--- config.mk ---
export PLATFORM = sky130hd
export DESIGN_NAME = imem_port_arbiter_flat
export DESIGN_NICKNAME = d
export VERILOG_FILES = /design/src/rtl/imem_port_arbiter_if.sv /design/src/rtl/imem_port_arbiter.sv /design/src/flat_wrapper.sv
export SDC_FILE = /design/constraint.sdc
export NUM_CORES = 1
export LEC_CHECK = 0
export CORE_MARGIN = 8
export CORE_UTILIZATION = 21
export DETAILED_ROUTE_END_ITERATION = 8
export GPL_ROUTABILITY_DRIVEN = 0
export PLACE_DENSITY = 0.84
export SYNTH_ARGS = -nofsm -noshare
export SYNTH_HDL_FRONTEND = slang
export SYNTH_SLANG_ARGS = --single-unit
--- constraint.sdc ---
create_clock -name clk -period 2.25 [get_ports clk]
set_input_delay 0.45 -clock clk [delete_from_list [all_inputs] [get_ports clk]]
set_output_delay 0.45 -clock clk [all_outputs]
set_load 0.02 [all_outputs]
--- src/rtl/imem_port_arbiter_if.sv ---
// Bundle of fetch, loader and RAM-command signals around the instruction RAM arbiter.
// slave = arbiter side, master = requesters + RAM side.
interface imem_port_arbiter_if #(
  parameter int DEPTH     = 256,
  parameter int ADDR_LEN  = 32,
  parameter int INSTR_LEN = 32
);
  localparam int IW = $clog2(DEPTH);

  logic                 fetch_req;
  logic [ADDR_LEN-1:0]  fetch_addr;
  logic                 fetch_gnt;
  logic                 fetch_rvalid;
  logic [INSTR_LEN-1:0] fetch_rdata;

  logic                 ld_req;
  logic                 ld_we;
  logic [31:0]          ld_addr;
  logic [31:0]          ld_wdata;
  logic                 ld_lock;
  logic                 ld_gnt;
  logic                 ld_rvalid;
  logic [31:0]          ld_rdata;

  logic                 locked;
  logic                 addr_err;

  logic                 mem_en;
  logic                 mem_we;
  logic [IW-1:0]        mem_addr;
  logic [31:0]          mem_wdata;
  logic [31:0]          mem_rdata;

  modport slave (
    input  fetch_req, fetch_addr, ld_req, ld_we, ld_addr, ld_wdata, ld_lock, mem_rdata,
    output fetch_gnt, fetch_rvalid, fetch_rdata, ld_gnt, ld_rvalid, ld_rdata,
           locked, addr_err, mem_en, mem_we, mem_addr, mem_wdata
  );

  modport master (
    output fetch_req, fetch_addr, ld_req, ld_we, ld_addr, ld_wdata, ld_lock, mem_rdata,
    input  fetch_gnt, fetch_rvalid, fetch_rdata, ld_gnt, ld_rvalid, ld_rdata,
           locked, addr_err, mem_en, mem_we, mem_addr, mem_wdata
  );
endinterface

--- src/rtl/imem_port_arbiter.sv ---
// Shares a single-port synchronous-read instruction RAM between CPU fetch and the loader,
// with round-robin arbitration, a lock/drain mode for program loading and address checks.
module imem_port_arbiter #(
  parameter int DEPTH      = 256,
  parameter int LOCK_DRAIN = 1
) (
  input logic clk,
  input logic rst,
  imem_port_arbiter_if.slave bus
);
  localparam int IW = $clog2(DEPTH);
  localparam int CW = (LOCK_DRAIN < 2) ? 1 : $clog2(LOCK_DRAIN + 1);

  typedef enum logic [1:0] {RUN, DRAIN, LOCK} state_t;

  state_t          state, state_nxt;
  logic [CW-1:0]   drain_cnt, cnt_nxt;
  logic            rr, rr_nxt;        // 0 = fetch favoured, 1 = loader favoured
  logic [1:0]      req, gnt, legal;   // index 0 = fetch, 1 = loader
  logic [1:0][31:0] addr;
  logic            owner, rd_pending, err_q;
  logic            any_gnt, sel_legal, wr, rd_issue;
  logic [31:0]     ret_data;

  assign req  = {bus.ld_req, bus.fetch_req};
  assign addr = {bus.ld_addr, bus.fetch_addr};

  for (genvar r = 0; r < 2; r++) begin : g_chk
    assign legal[r] = (addr[r][1:0] == 2'b00) && (addr[r][31:IW+2] == '0);
  end

  always_comb begin
    state_nxt = state;
    cnt_nxt   = drain_cnt;
    rr_nxt    = rr;
    gnt       = '0;
    case (state)
      RUN: begin
        // A contested request is not resolved in the cycle lock rises.
        if (&req) begin
          if (!bus.ld_lock) begin
            gnt[rr] = 1'b1;
            rr_nxt  = ~rr;
          end
        end else begin
          gnt = req;
        end
        if (bus.ld_lock) begin
          state_nxt = DRAIN;
          cnt_nxt   = CW'(LOCK_DRAIN);
        end
      end
      DRAIN: begin
        if (!bus.ld_lock)              state_nxt = RUN;
        else if (drain_cnt <= CW'(1))  state_nxt = LOCK;
        else                           cnt_nxt   = drain_cnt - CW'(1);
      end
      LOCK: begin
        gnt[1] = req[1];
        if (!bus.ld_lock) state_nxt = RUN;
      end
      default: state_nxt = RUN;
    endcase
    if (rst) gnt = '0;
  end

  assign any_gnt   = |gnt;
  assign sel_legal = gnt[1] ? legal[1] : legal[0];
  assign wr        = gnt[1] & bus.ld_we;
  // Illegal accesses still return a (zero) response, writes included.
  assign rd_issue  = any_gnt & (~wr | ~sel_legal);

  assign bus.fetch_gnt = gnt[0];
  assign bus.ld_gnt    = gnt[1];
  assign bus.mem_en    = any_gnt & sel_legal;
  assign bus.mem_we    = bus.mem_en & wr;
  assign bus.mem_addr  = !bus.mem_en ? '0 :
                         gnt[1] ? bus.ld_addr[IW+1:2] : bus.fetch_addr[IW+1:2];
  assign bus.mem_wdata = bus.mem_we ? bus.ld_wdata : '0;

  always_ff @(posedge clk) begin
    if (rst) begin
      state      <= RUN;
      drain_cnt  <= '0;
      rr         <= 1'b0;
      owner      <= 1'b0;
      rd_pending <= 1'b0;
      err_q      <= 1'b0;
    end else begin
      state      <= state_nxt;
      drain_cnt  <= cnt_nxt;
      rr         <= rr_nxt;
      owner      <= gnt[1];
      rd_pending <= rd_issue;
      err_q      <= any_gnt & ~sel_legal;
    end
  end

  assign ret_data         = (rd_pending && !err_q && !rst) ? bus.mem_rdata : '0;
  assign bus.fetch_rvalid = ~rst & rd_pending & ~owner;
  assign bus.ld_rvalid    = ~rst & rd_pending & owner;
  assign bus.fetch_rdata  = owner ? '0 : ret_data;
  assign bus.ld_rdata     = owner ? ret_data : '0;
  assign bus.locked       = ~rst & (state == LOCK);
  assign bus.addr_err     = ~rst & err_q;
endmodule

--- src/flat_wrapper.sv ---
// flat-port wrapper written by rule: the top's interface ports become plain ports
module imem_port_arbiter_flat 
#(
  parameter int DEPTH      = 256,
  parameter int LOCK_DRAIN = 1
)
  (clk, rst, bus_fetch_req, bus_fetch_addr, bus_ld_req, bus_ld_we, bus_ld_addr, bus_ld_wdata, bus_ld_lock, bus_mem_rdata, bus_fetch_gnt, bus_fetch_rvalid, bus_fetch_rdata, bus_ld_gnt, bus_ld_rvalid, bus_ld_rdata, bus_locked, bus_addr_err, bus_mem_en, bus_mem_we, bus_mem_addr, bus_mem_wdata);
  imem_port_arbiter_if #(.DEPTH(DEPTH)) bus_i ();
  input logic clk;
  input logic rst;
  input wire logic [$bits(bus_i.fetch_req)-1:0] bus_fetch_req;
  input wire logic [$bits(bus_i.fetch_addr)-1:0] bus_fetch_addr;
  input wire logic [$bits(bus_i.ld_req)-1:0] bus_ld_req;
  input wire logic [$bits(bus_i.ld_we)-1:0] bus_ld_we;
  input wire logic [$bits(bus_i.ld_addr)-1:0] bus_ld_addr;
  input wire logic [$bits(bus_i.ld_wdata)-1:0] bus_ld_wdata;
  input wire logic [$bits(bus_i.ld_lock)-1:0] bus_ld_lock;
  input wire logic [$bits(bus_i.mem_rdata)-1:0] bus_mem_rdata;
  output wire logic [$bits(bus_i.fetch_gnt)-1:0] bus_fetch_gnt;
  output wire logic [$bits(bus_i.fetch_rvalid)-1:0] bus_fetch_rvalid;
  output wire logic [$bits(bus_i.fetch_rdata)-1:0] bus_fetch_rdata;
  output wire logic [$bits(bus_i.ld_gnt)-1:0] bus_ld_gnt;
  output wire logic [$bits(bus_i.ld_rvalid)-1:0] bus_ld_rvalid;
  output wire logic [$bits(bus_i.ld_rdata)-1:0] bus_ld_rdata;
  output wire logic [$bits(bus_i.locked)-1:0] bus_locked;
  output wire logic [$bits(bus_i.addr_err)-1:0] bus_addr_err;
  output wire logic [$bits(bus_i.mem_en)-1:0] bus_mem_en;
  output wire logic [$bits(bus_i.mem_we)-1:0] bus_mem_we;
  output wire logic [$bits(bus_i.mem_addr)-1:0] bus_mem_addr;
  output wire logic [$bits(bus_i.mem_wdata)-1:0] bus_mem_wdata;
  assign bus_i.fetch_req = bus_fetch_req;
  assign bus_i.fetch_addr = bus_fetch_addr;
  assign bus_i.ld_req = bus_ld_req;
  assign bus_i.ld_we = bus_ld_we;
  assign bus_i.ld_addr = bus_ld_addr;
  assign bus_i.ld_wdata = bus_ld_wdata;
  assign bus_i.ld_lock = bus_ld_lock;
  assign bus_i.mem_rdata = bus_mem_rdata;
  assign bus_fetch_gnt = bus_i.fetch_gnt;
  assign bus_fetch_rvalid = bus_i.fetch_rvalid;
  assign bus_fetch_rdata = bus_i.fetch_rdata;
  assign bus_ld_gnt = bus_i.ld_gnt;
  assign bus_ld_rvalid = bus_i.ld_rvalid;
  assign bus_ld_rdata = bus_i.ld_rdata;
  assign bus_locked = bus_i.locked;
  assign bus_addr_err = bus_i.addr_err;
  assign bus_mem_en = bus_i.mem_en;
  assign bus_mem_we = bus_i.mem_we;
  assign bus_mem_addr = bus_i.mem_addr;
  assign bus_mem_wdata = bus_i.mem_wdata;
  imem_port_arbiter #(.DEPTH(DEPTH), .LOCK_DRAIN(LOCK_DRAIN)) u_core (.clk(clk), .rst(rst), .bus(bus_i));
endmodule
## After elaboration in Yosys (flattened, before gate mapping)

Index checks and enable logic that the tools add are counted.

- Add/subtract/negate cells: 1
- Order comparisons: 3
- Equality and inequality tests: 7
- Multiplexer cells: 23
- Bitwise logic cells: 17
- Reductions and logical operators: 18

Operator list:

| operator | count |
|---|---|
| $mux 32 | 4 |
| $logic_not 22->1 | 2 |
| $mux 8 | 2 |
| $mux 2 | 7 |
| $and 1x1->1 | 10 |
| $ne 2x2->1 const B | 4 |
| $reduce_and 4->1 | 2 |
| $logic_not 2->1 | 3 |
| $mux 1 | 6 |
| $not 1->1 | 6 |
| $pmux 2 s3 | 1 |
| $logic_and 1x1->1 | 5 |
| $pmux 1 s2 | 2 |
| $ne 3x2->1 const B | 1 |
| $reduce_and 3->1 | 1 |
| $eq 2x1->1 const B | 1 |
| $eq 2x2->1 const B | 1 |
| $logic_not 1->1 | 2 |
| $lt 1x2->1 const B | 1 |
| $reduce_and 2->1 | 1 |
| $reduce_bool 2->1 | 1 |
| $reduce_or 2->1 | 1 |
| $demux 1 s1 | 1 |
| $ge 1x1->1 const B | 1 |
| 3 further kinds | 3 |

- Register bits after elaboration: 7
- Input bits: 134
- Output and inout bits: 112

## Logic depth before layout (Yosys ltp)

Gate-level depths: netlist of run 1.

- Depth in word-level cells: 12
- Gate-level depth with buffers: 5
- Gate-level depth less buffers: 4

## Worst setup path before layout of run 1

Ideal clock, no wire load.

- Path type: input-to-output
- Start: in rst
- End: out bus_fetch_rdata[10]
- Arrival time: 1.788 ns
- Setup slack: 0.012 ns
- Stages: 4
- Buffers on the path: 1
- Cells stage by stage: nor3b_1 nor2b_1 clkbuf_1 and2_1

- Cells in the longest elaborated chain, start to end: 4

Ends and longest elaborated chain:

| element | RTL line | text |
|---|---|---|
| start, declared | flat_wrapper.sv:10 | `input logic rst;` |
| $logic_not 1->1 | imem_port_arbiter.sv:99 | `assign ret_data = (rd_pending && !err_q && !rst) ? bus.mem_rdata : '0;` |
| $logic_and 1x1->1 | imem_port_arbiter.sv:99 |  |
| $mux 32 | imem_port_arbiter.sv:99 |  |
| $mux 32 | imem_port_arbiter.sv:102 | `assign bus.fetch_rdata = owner ? '0 : ret_data;` |
| end, declared | flat_wrapper.sv:21 | `output wire logic [$bits(bus_i.fetch_rdata)-1:0] bus_fetch_rdata;` |

No other way between the ends.

## Worst setup path in the final report of run 1

- Start: in bus_ld_addr[28]
- End: out bus_mem_addr[6]

- Cells in the longest elaborated chain, start to end: 5

Ends and longest elaborated chain:

| element | RTL line | text |
|---|---|---|
| start, declared | flat_wrapper.sv:15 | `input wire logic [$bits(bus_i.ld_addr)-1:0] bus_ld_addr;` |
| $logic_not 22->1 | imem_port_arbiter.sv:29 | `assign legal[r] = (addr[r][1:0] == 2'b00) && (addr[r][31:IW+2] == '0);` |
| $logic_and 1x1->1 | imem_port_arbiter.sv:29 |  |
| $mux 1 | imem_port_arbiter.sv:68 | `assign sel_legal = gnt[1] ? legal[1] : legal[0];` |
| $and 1x1->1 | imem_port_arbiter.sv:75 | `assign bus.mem_en = any_gnt & sel_legal;` |
| $mux 8 | imem_port_arbiter.sv:77 | `assign bus.mem_addr = !bus.mem_en ? '0 :` |
| end, declared | flat_wrapper.sv:29 | `output wire logic [$bits(bus_i.mem_addr)-1:0] bus_mem_addr;` |

No other way between the ends.

==> results.json, run 1 <==
{
  "maxSlewHeadroom_pct": 74.4,
  "min_from": "rst",
  "detailroute.via_count": 2373,
  "post_synth.cell_area_avg_um2": 7.59,
  "final.setup_skew_ns": 0.00835,
  "placeableCoreArea_mm2": 0.00624,
  "dieWidth_um": 95.7,
  "drt_total_wl_mm": 9.90,
  "synth-warning-count": 0,
  "path_clk_slew_ns": 0.04,
  "die_h_um": 95.7,
  "crit_path_arrival_time_ns": 1.93,
  "fillers": 523,
  "initial_core_utilization_pct": 21.4,
  "finalSetupViolations": 41,
  "synth-async-reset-ratio_pct": 0,
  "postLayoutSetupSlackWorst_ns": -0.126,
  "netlist_instances": 176,
  "fmax_mhz": 421,
  "clk_path_buf_depth": 2,
  "htree_num_levels": 1,
  "synth_enable_flop_cells": 0,
  "post-dp-hpwl_mm": 8.05,
  "r2r_slack_ns": 0.66,
  "clock_buffer_count_from_cts": 3,
  "wl_met3_mm": 1.14,
  "clock-sinks": 6,
  "cap_viol_max_count": 0,
  "slowest_stage_delay_cp_ns": 0.42,
  "worst_ir_drop_vdd_uv": 200,
  "synth.yosys.seq_area_share_pct": 9.00,
  "wl_met1_mm": 3.22,
  "top_family_by_delay_on_critical_path": "simple AND/OR/NAND/NOR gates",
  "ys_top_cells_by_area": "and2_1, dfxtp_1, a211oi_2",
  "fin_cells": 526,
  "cts_tree": "yes",
  "groute.usage.overall_pct": 17.8,
  "largest_fanout_of_any_net_on_the_critical_path": 8,
  "largest_net_degree_at_the_start_of_global_routing": 34,
  "critical_path.n_buffers_inverters": 3,
  "nNetsFinal": 585,
  "io_buffers": 245,
  "site_rows": 29,
  "tightest_slew_ns": 0.382,
  "outcome": "finished with violations",
  "powerDensity_mw_per_mm2": 166,
  "place_worst_setup_slack_ns": -1.03,
  "viasPerCell": 4.51,
  "timing.final.hold_violations": 0,
  "synthDominantAreaCellType": "and2_1",
  "reg2reg_from": "u_core.rr",
  "detailroute.wirelength.met2_mm": 5.43,
  "min_path_cells": 3,
  "grt_antenna_before_repair": 0,
  "worstSkewPairLatency_ns": 0.23,
  "number_of_antenna_cells_inserted": 0,
  "worstRegToRegCells": 7,
  "crit_chain": "clkdlybuf4s15_1 -> nor4_2 -> nand4_1 -> or3_4 -> buf_8 -> a211oi_2 -> buf_4",
  "route.detailed.wl_per_inst_um": 18.8,
  "worstSetupPathType": "primary input to output port",
  "globalRouteOverflowTotal": 0,
  "critical-path-slowest-cell": "or3_4",
  "io_pins": 246,
  "min_period_over_period_pct": 106,
  "clock_tree.root_cell": "clkbuf_8",
  "min_period_ns": 2.38,
  "grt_pass1_vias": 2515,
  "stdcell_area_mm2": 0.00427,
  "grt_first_pass_wirelength_mm": 12.7,
  "first_pass_iters": 4,
  "yosys.area.top_type_share_pct": 45.5,
  "synth.cell_area_mm2": 0.00134,
  "ys_seq_elements": 6,
  "highest-signal-layer": "met4",
  "timing.critical_path.required_ns": 1.80,
  "placed_cells": 507,
  "violations_in_the_final_reports": "setup timing",
  "endpoint_kind": "output port",
  "cellLeakagePower_nw": 1.98,
  "layout-area-overhead-vs-synth_pct": 220,
  "drt_iter0_drc": 28,
  "synth.lib_cells_used.distinct": 32,
  "layout_cell_share_with_drive_strength_beyond_1_pct": 53.7,
  "worst_r2r_end": "u_core.err_q",
  "synth_flop_cell": "dfxtp_1",
  "postRouteAntennaNets": 0,
  "dieArea_mm2": 0.00916,
  "holdCritPathClass": "primary input to register",
  "syn-num-nets": 310,
  "worst_hold_path.endpoint": "u_core.rr",
  "cp.depth": 7,
  "drt_drc_violations_left": 0,
  "startpoint_type": "primary input",
  "maxSlewViolCount": 0,
  "totalPowerFinal_uw": 709,
  "dpl-instance-area_mm2": 0.00401,
  "grt_setup_unrepaired": "yes"
}
[state kept, by name, summed over array words and instances (netlist names)]
register	count
u_core.owner	1
u_core.err_q	1
u_core.rd_pending	1
u_core.rr	1
u_core.state	2
[logic make-up (layout without fill, tap and decap cells)]
group | after synthesis | count (layout) | synth area share [%]
simple gates | 132 | 132 | 65.9
flops | 6 | 6 | 9.00
buf+inv | 16 | 289 | 7.03
mux | 8 | 8 | 6.00
xor+xnor | 2 | 2 | 1.31
compound gates | 12 | 12 | 10.8
[timing repair]
| action | CTS | global route |
|---|---|---|
| hold buffers | 0 | 0 |
| buffers inserted | 6 | 6 |
| gates resized for setup | 547 | 103 |
| gates cloned | 1 | 3 |
| pin swaps | 23 | 37 |
| setup endpoints to repair | 111 | 76 |
[routing by layer]
| metal | track usage, % | up-vias |
|---|---|---|
| li1 | - | 1137 |
| met1 | 16.0 | 1080 |
| met2 | 35.7 | 150 |
| met3 | 6.79 | 6 |
| met4 | 4.74 | 0 |
| met5 | 0 | - |
[layout make-up]
| class | count | area (um2) | area share (%) |
|---|---|---|---|
| clock buffer | 3 | 41.3 | 0.967 |
| inverter | 4 | 15.0 | 0.351 |
| multi-input combinational | 154 | 1330 | 31.1 |
| sequential | 6 | 120 | 2.81 |
| tap | 77 | 96.3 | 2.26 |
| timing repair buffer | 282 | 2670 | 62.5 |
[worst max path at each step]
stage                    startpoint             endpoint  slack, ns
finish              bus_ld_addr[28]      bus_mem_addr[6]      -0.13
global route         bus_ld_addr[0]      bus_mem_addr[6]      -0.24
CTS                 bus_ld_addr[12]      bus_mem_addr[1]      -0.15
detailed placement  bus_ld_addr[12]      bus_mem_addr[1]      -1.03
global placement    bus_ld_addr[12]      bus_mem_addr[4]      -0.98
floorplan                       rst  bus_fetch_rdata[10]       0.01
[cell usage after synthesis (2+ instances only)]
master / number
nor3b_1: 2
nor2b_1: 4
dfxtp_1: 6
mux2i_1: 8
buf_6: 4
a211oi_2: 8
clkbuf_1: 6
nand3_1: 2
and2_1: 97
nor4_2: 4
and3b_1: 2
nor4_1: 8
inv_1: 4
nor2_1: 3
[worst reg2reg max path, cell delays in order (launching register included)]
cell and delay, ns:
dfxtp_1 0.30, nor2b_4 0.13, o311ai_4 0.34, nand4_2 0.14, buf_6 0.17, buf_6 0.11
buf_4 0.12, and3b_1 0.16
[metrics by stage]
step           TNS (ns)  hold slack, ns  util [%]
2_1_floorplan         0           0.487         -
3_3_place_gp     -84.90           0.567      64.3
4_1_cts           -3.63           0.576      65.8
6_report          -4.12           0.568      68.4
3_5_place_dp     -87.94           0.591      64.3
5_1_grt           -7.06           0.597      68.4
[cell usage in the layout (no fill, tap or decap), types with 7 or more instances in the layout]
| cell | synthesis | routed |
|---|---|---|
| clkdlybuf4s50_1 | 0 | 84 |
| and2_1 | 97 | 65 |
| buf_6 | 4 | 51 |
| clkdlybuf4s15_2 | 0 | 34 |
| and2_4 | 0 | 32 |
| clkbuf_2 | 0 | 30 |
| buf_4 | 1 | 29 |
| buf_2 | 0 | 22 |
| dlygate4sd2_1 | 0 | 12 |
| clkdlybuf4s15_1 | 0 | 11 |
| nor4_2 | 4 | 8 |
| mux2i_1 | 8 | 8 |
| a211oi_2 | 8 | 7 |
[power by group]
| group | switching, mW | internal (mW) |
|---|---|---|
| clock | 0.0530 | 0.115 |
| combinational | 0.153 | 0.269 |
| sequential | 0.00580 | 0.114 |
Power figures use the tool's default switching activity.
==> run 2, diff against run 1 <==
Settings changed: CAP_MARGIN set to 20.
==> results of run 2 <==
Final layout, timing and power as in run 1 (identical DEF).
==> run 3, diff against run 2 <==
Settings changed: CORE_AREA set to 2 2 96 98, CORE_MARGIN 8 to unset, CORE_UTILIZATION 21 to unset, DIE_AREA set to 0 0 98 100, PLACE_DENSITY 0.84 to unset.
==> results.json, run 3 (synthesized netlist as in run 1, its figures left out) <==
{
  "outcome": "finished with violations",
  "violations_in_the_final_reports": "setup timing",
  "route.detailed.wl_per_inst_um": 15.7,
  "fmax_mhz": 418,
  "placeableCoreArea_mm2": 0.00889,
  "min_period_ns": 2.39,
  "biggest_register": "u_core.state",
  "place_worst_setup_slack_ns": -0.941,
  "detailroute.wirelength.met2_mm": 4.79,
  "cts_hold_buffers": 0,
  "worstSkewPairLatency_ns": 0.22,
  "die_h_um": 100,
  "drt_total_wl_mm": 8.81,
  "layout-area-overhead-vs-synth_pct": 216,
  "io_buffers": 245,
  "io_pins": 246,
  "globalRouteOverflowTotal": 0,
  "tns_ns": -4.78,
  "fillers": 885,
  "power.clock.fraction_pct": 22.6,
  "timing.critical_path.to": "bus_mem_wdata[8]",
  "post-dp-hpwl_mm": 7.26,
  "endpoint_kind": "output port",
  "wl_met3_um": 811,
  "wl_met1_mm": 3.06,
  "power_switching_uw": 203,
  "p_int_uw": 490,
  "postRouteAntennaNets": 0,
  "r2r_slack_ns": 0.61,
  "mostFrequentLayoutCell": "clkdlybuf4s50_1",
  "placed_cells": 544,
  "reg2reg_from": "u_core.state[0]",
  "highest-signal-layer": "met4",
  "clock_tree.root_cell": "clkbuf_8",
  "totalPowerFinal_uw": 693,
  "detailroute.via_count": 2309,
  "switching_share_pct": 29.3,
  "grt_setup_unrepaired": "yes",
  "layout_cell_share_with_drive_strength_beyond_1_pct": 51.8,
  "clock-sinks": 6,
  "initial_core_utilization_pct": 15.0,
  "cellLeakagePower_nw": 1.97,
  "crit_path_arrival_time_ns": 1.94,
  "largest_register_ff_count": 2,
  "cap_viol_max_count": 0,
  "maxSlewHeadroom_pct": 75.9,
  "grt_antenna_before_repair": 0,
  "powerDensity_mw_per_mm2": 164,
  "viasPerCell": 4.12,
  "timing.final.hold_violations": 0,
  "worstRegToRegCells": 9,
  "grt_pass1_vias": 2399,
  "first_pass_iters": 4,
  "largest_fanout_of_any_net_on_the_critical_path": 5,
  "most-common-layout-cells": "clkdlybuf4s50_1, and2_1, clkbuf_2",
  "dieArea_mm2": 0.00980,
  "drt_iter0_drc": 24,
  "startpoint_type": "primary input",
  "dieWidth_um": 98,
  "groute.usage.overall_pct": 16.5,
  "holdCritPathClass": "primary input to register",
  "number_of_antenna_cells_inserted": 0,
  "timing.critical_path.from": "bus_ld_addr[28]",
  "postLayoutSetupSlackWorst_ns": -0.142,
  "path_clk_slew_ns": 0.04,
  "timing.critical_path.required_ns": 1.80,
  "nNetsFinal": 586,
  "largest_net_degree_at_the_start_of_global_routing": 22,
  "clock_buffer_count_from_cts": 3,
  "final.setup_skew_ns": 0.00560,
  "site_rows": 35,
  "finalSetupViolations": 41,
  "grt_first_pass_wirelength_mm": 12.9,
  "maxSlewViolCount": 0,
  "worst_r2r_end": "u_core.rd_pending",
  "drt_drc_violations_left": 0,
  "worstSetupPathType": "primary input to output port",
  "worst_ir_drop_vdd_uv": 88.4,
  "pwr-share-comb_pct": 60.1,
  "cts_tree": "yes",
  "min_period_over_period_pct": 106,
  "htree_num_levels": 1,
  "clk_path_buf_depth": 2,
  "tightest_slew_ns": 0.361,
  "fin_cells": 561,
  "p_seq_share_pct": 17.3
}
## run 3: changes by cell type in the layout (fill, tap and decap cells not counted), moves of 4 or more
cell,before,now
clkbuf_2,30,56
clkdlybuf4s50_1,84,88
buf_2,22,14
clkdlybuf4s15_1,11,18
clkdlybuf4s15_2,34,10
## run 3: timing repair
action	in CTS	in global routing
setup endpoints to repair	112	107
resized for setup	508	123
pin swaps	37	30
cloned	4	1
setup buffers	12	3
## run 3: area by class of cell
class,instances,area [um2],share of cell area [%]
flip-flops and latches,6,121,2.87
well taps,111,139,3.29
repair buffers,283,2550,60.5
multi-input cells,154,1350,32.0
inverters,4,15.0,0.356
clock buffers,3,41.3,0.978
## run 3: worst max-delay path, cell delays in order
cell and delay [ns]:
buf_6 0.09, nor4_4 0.26, nand4_1 0.14, buf_4 0.16
nor4_4 0.21, buf_6 0.14, buf_6 0.12, buf_6 0.12
and2_4 0.14, buf_6 0.11
## run 3: power groups by stage
stage | clock [mW] | sequential, mW | combinational, mW
finish | 0.157 | 0.120 | 0.417
global route | 0.169 | 0.121 | 0.443
CTS | 0.161 | 0.119 | 0.405
detailed placement | 0 | 0.120 | 0.426
global placement | 0 | 0.120 | 0.423
floorplan | 0 | 0.120 | 0.101
## run 3: how the worst min path moves through the flow
stage / depth (start not counted) / start / to / slack (ns)
2_1_floorplan: 2 / u_core.rr / u_core.rr / 0.49
3_3_place_gp: 2 / u_core.rr / u_core.rr / 0.52
3_5_place_dp: 2 / u_core.rr / u_core.rr / 0.53
4_1_cts: 2 / u_core.rr / u_core.rr / 0.52
5_1_grt: 3 / rst / u_core.rr / 0.59
6_report: 3 / rst / u_core.rr / 0.58
## run 3: per-stage QoR
stage               hold slack [ns]  utilization (%)  cell area [um2]
finish                        0.577             47.5             4220
global route                  0.593             47.5             4220
CTS                           0.521             49.6             4410
detailed placement            0.529             45.4             4040
global placement              0.525             45.4             4040
floorplan                     0.487                -             1340
## run 3: routing by layer
layer | up-vias | track usage, %
li1 | 1140 | -
met1 | 1009 | 17.0
met2 | 150 | 33.2
met3 | 10 | 3.90
met4 | 0 | 3.95
met5 | - | 0
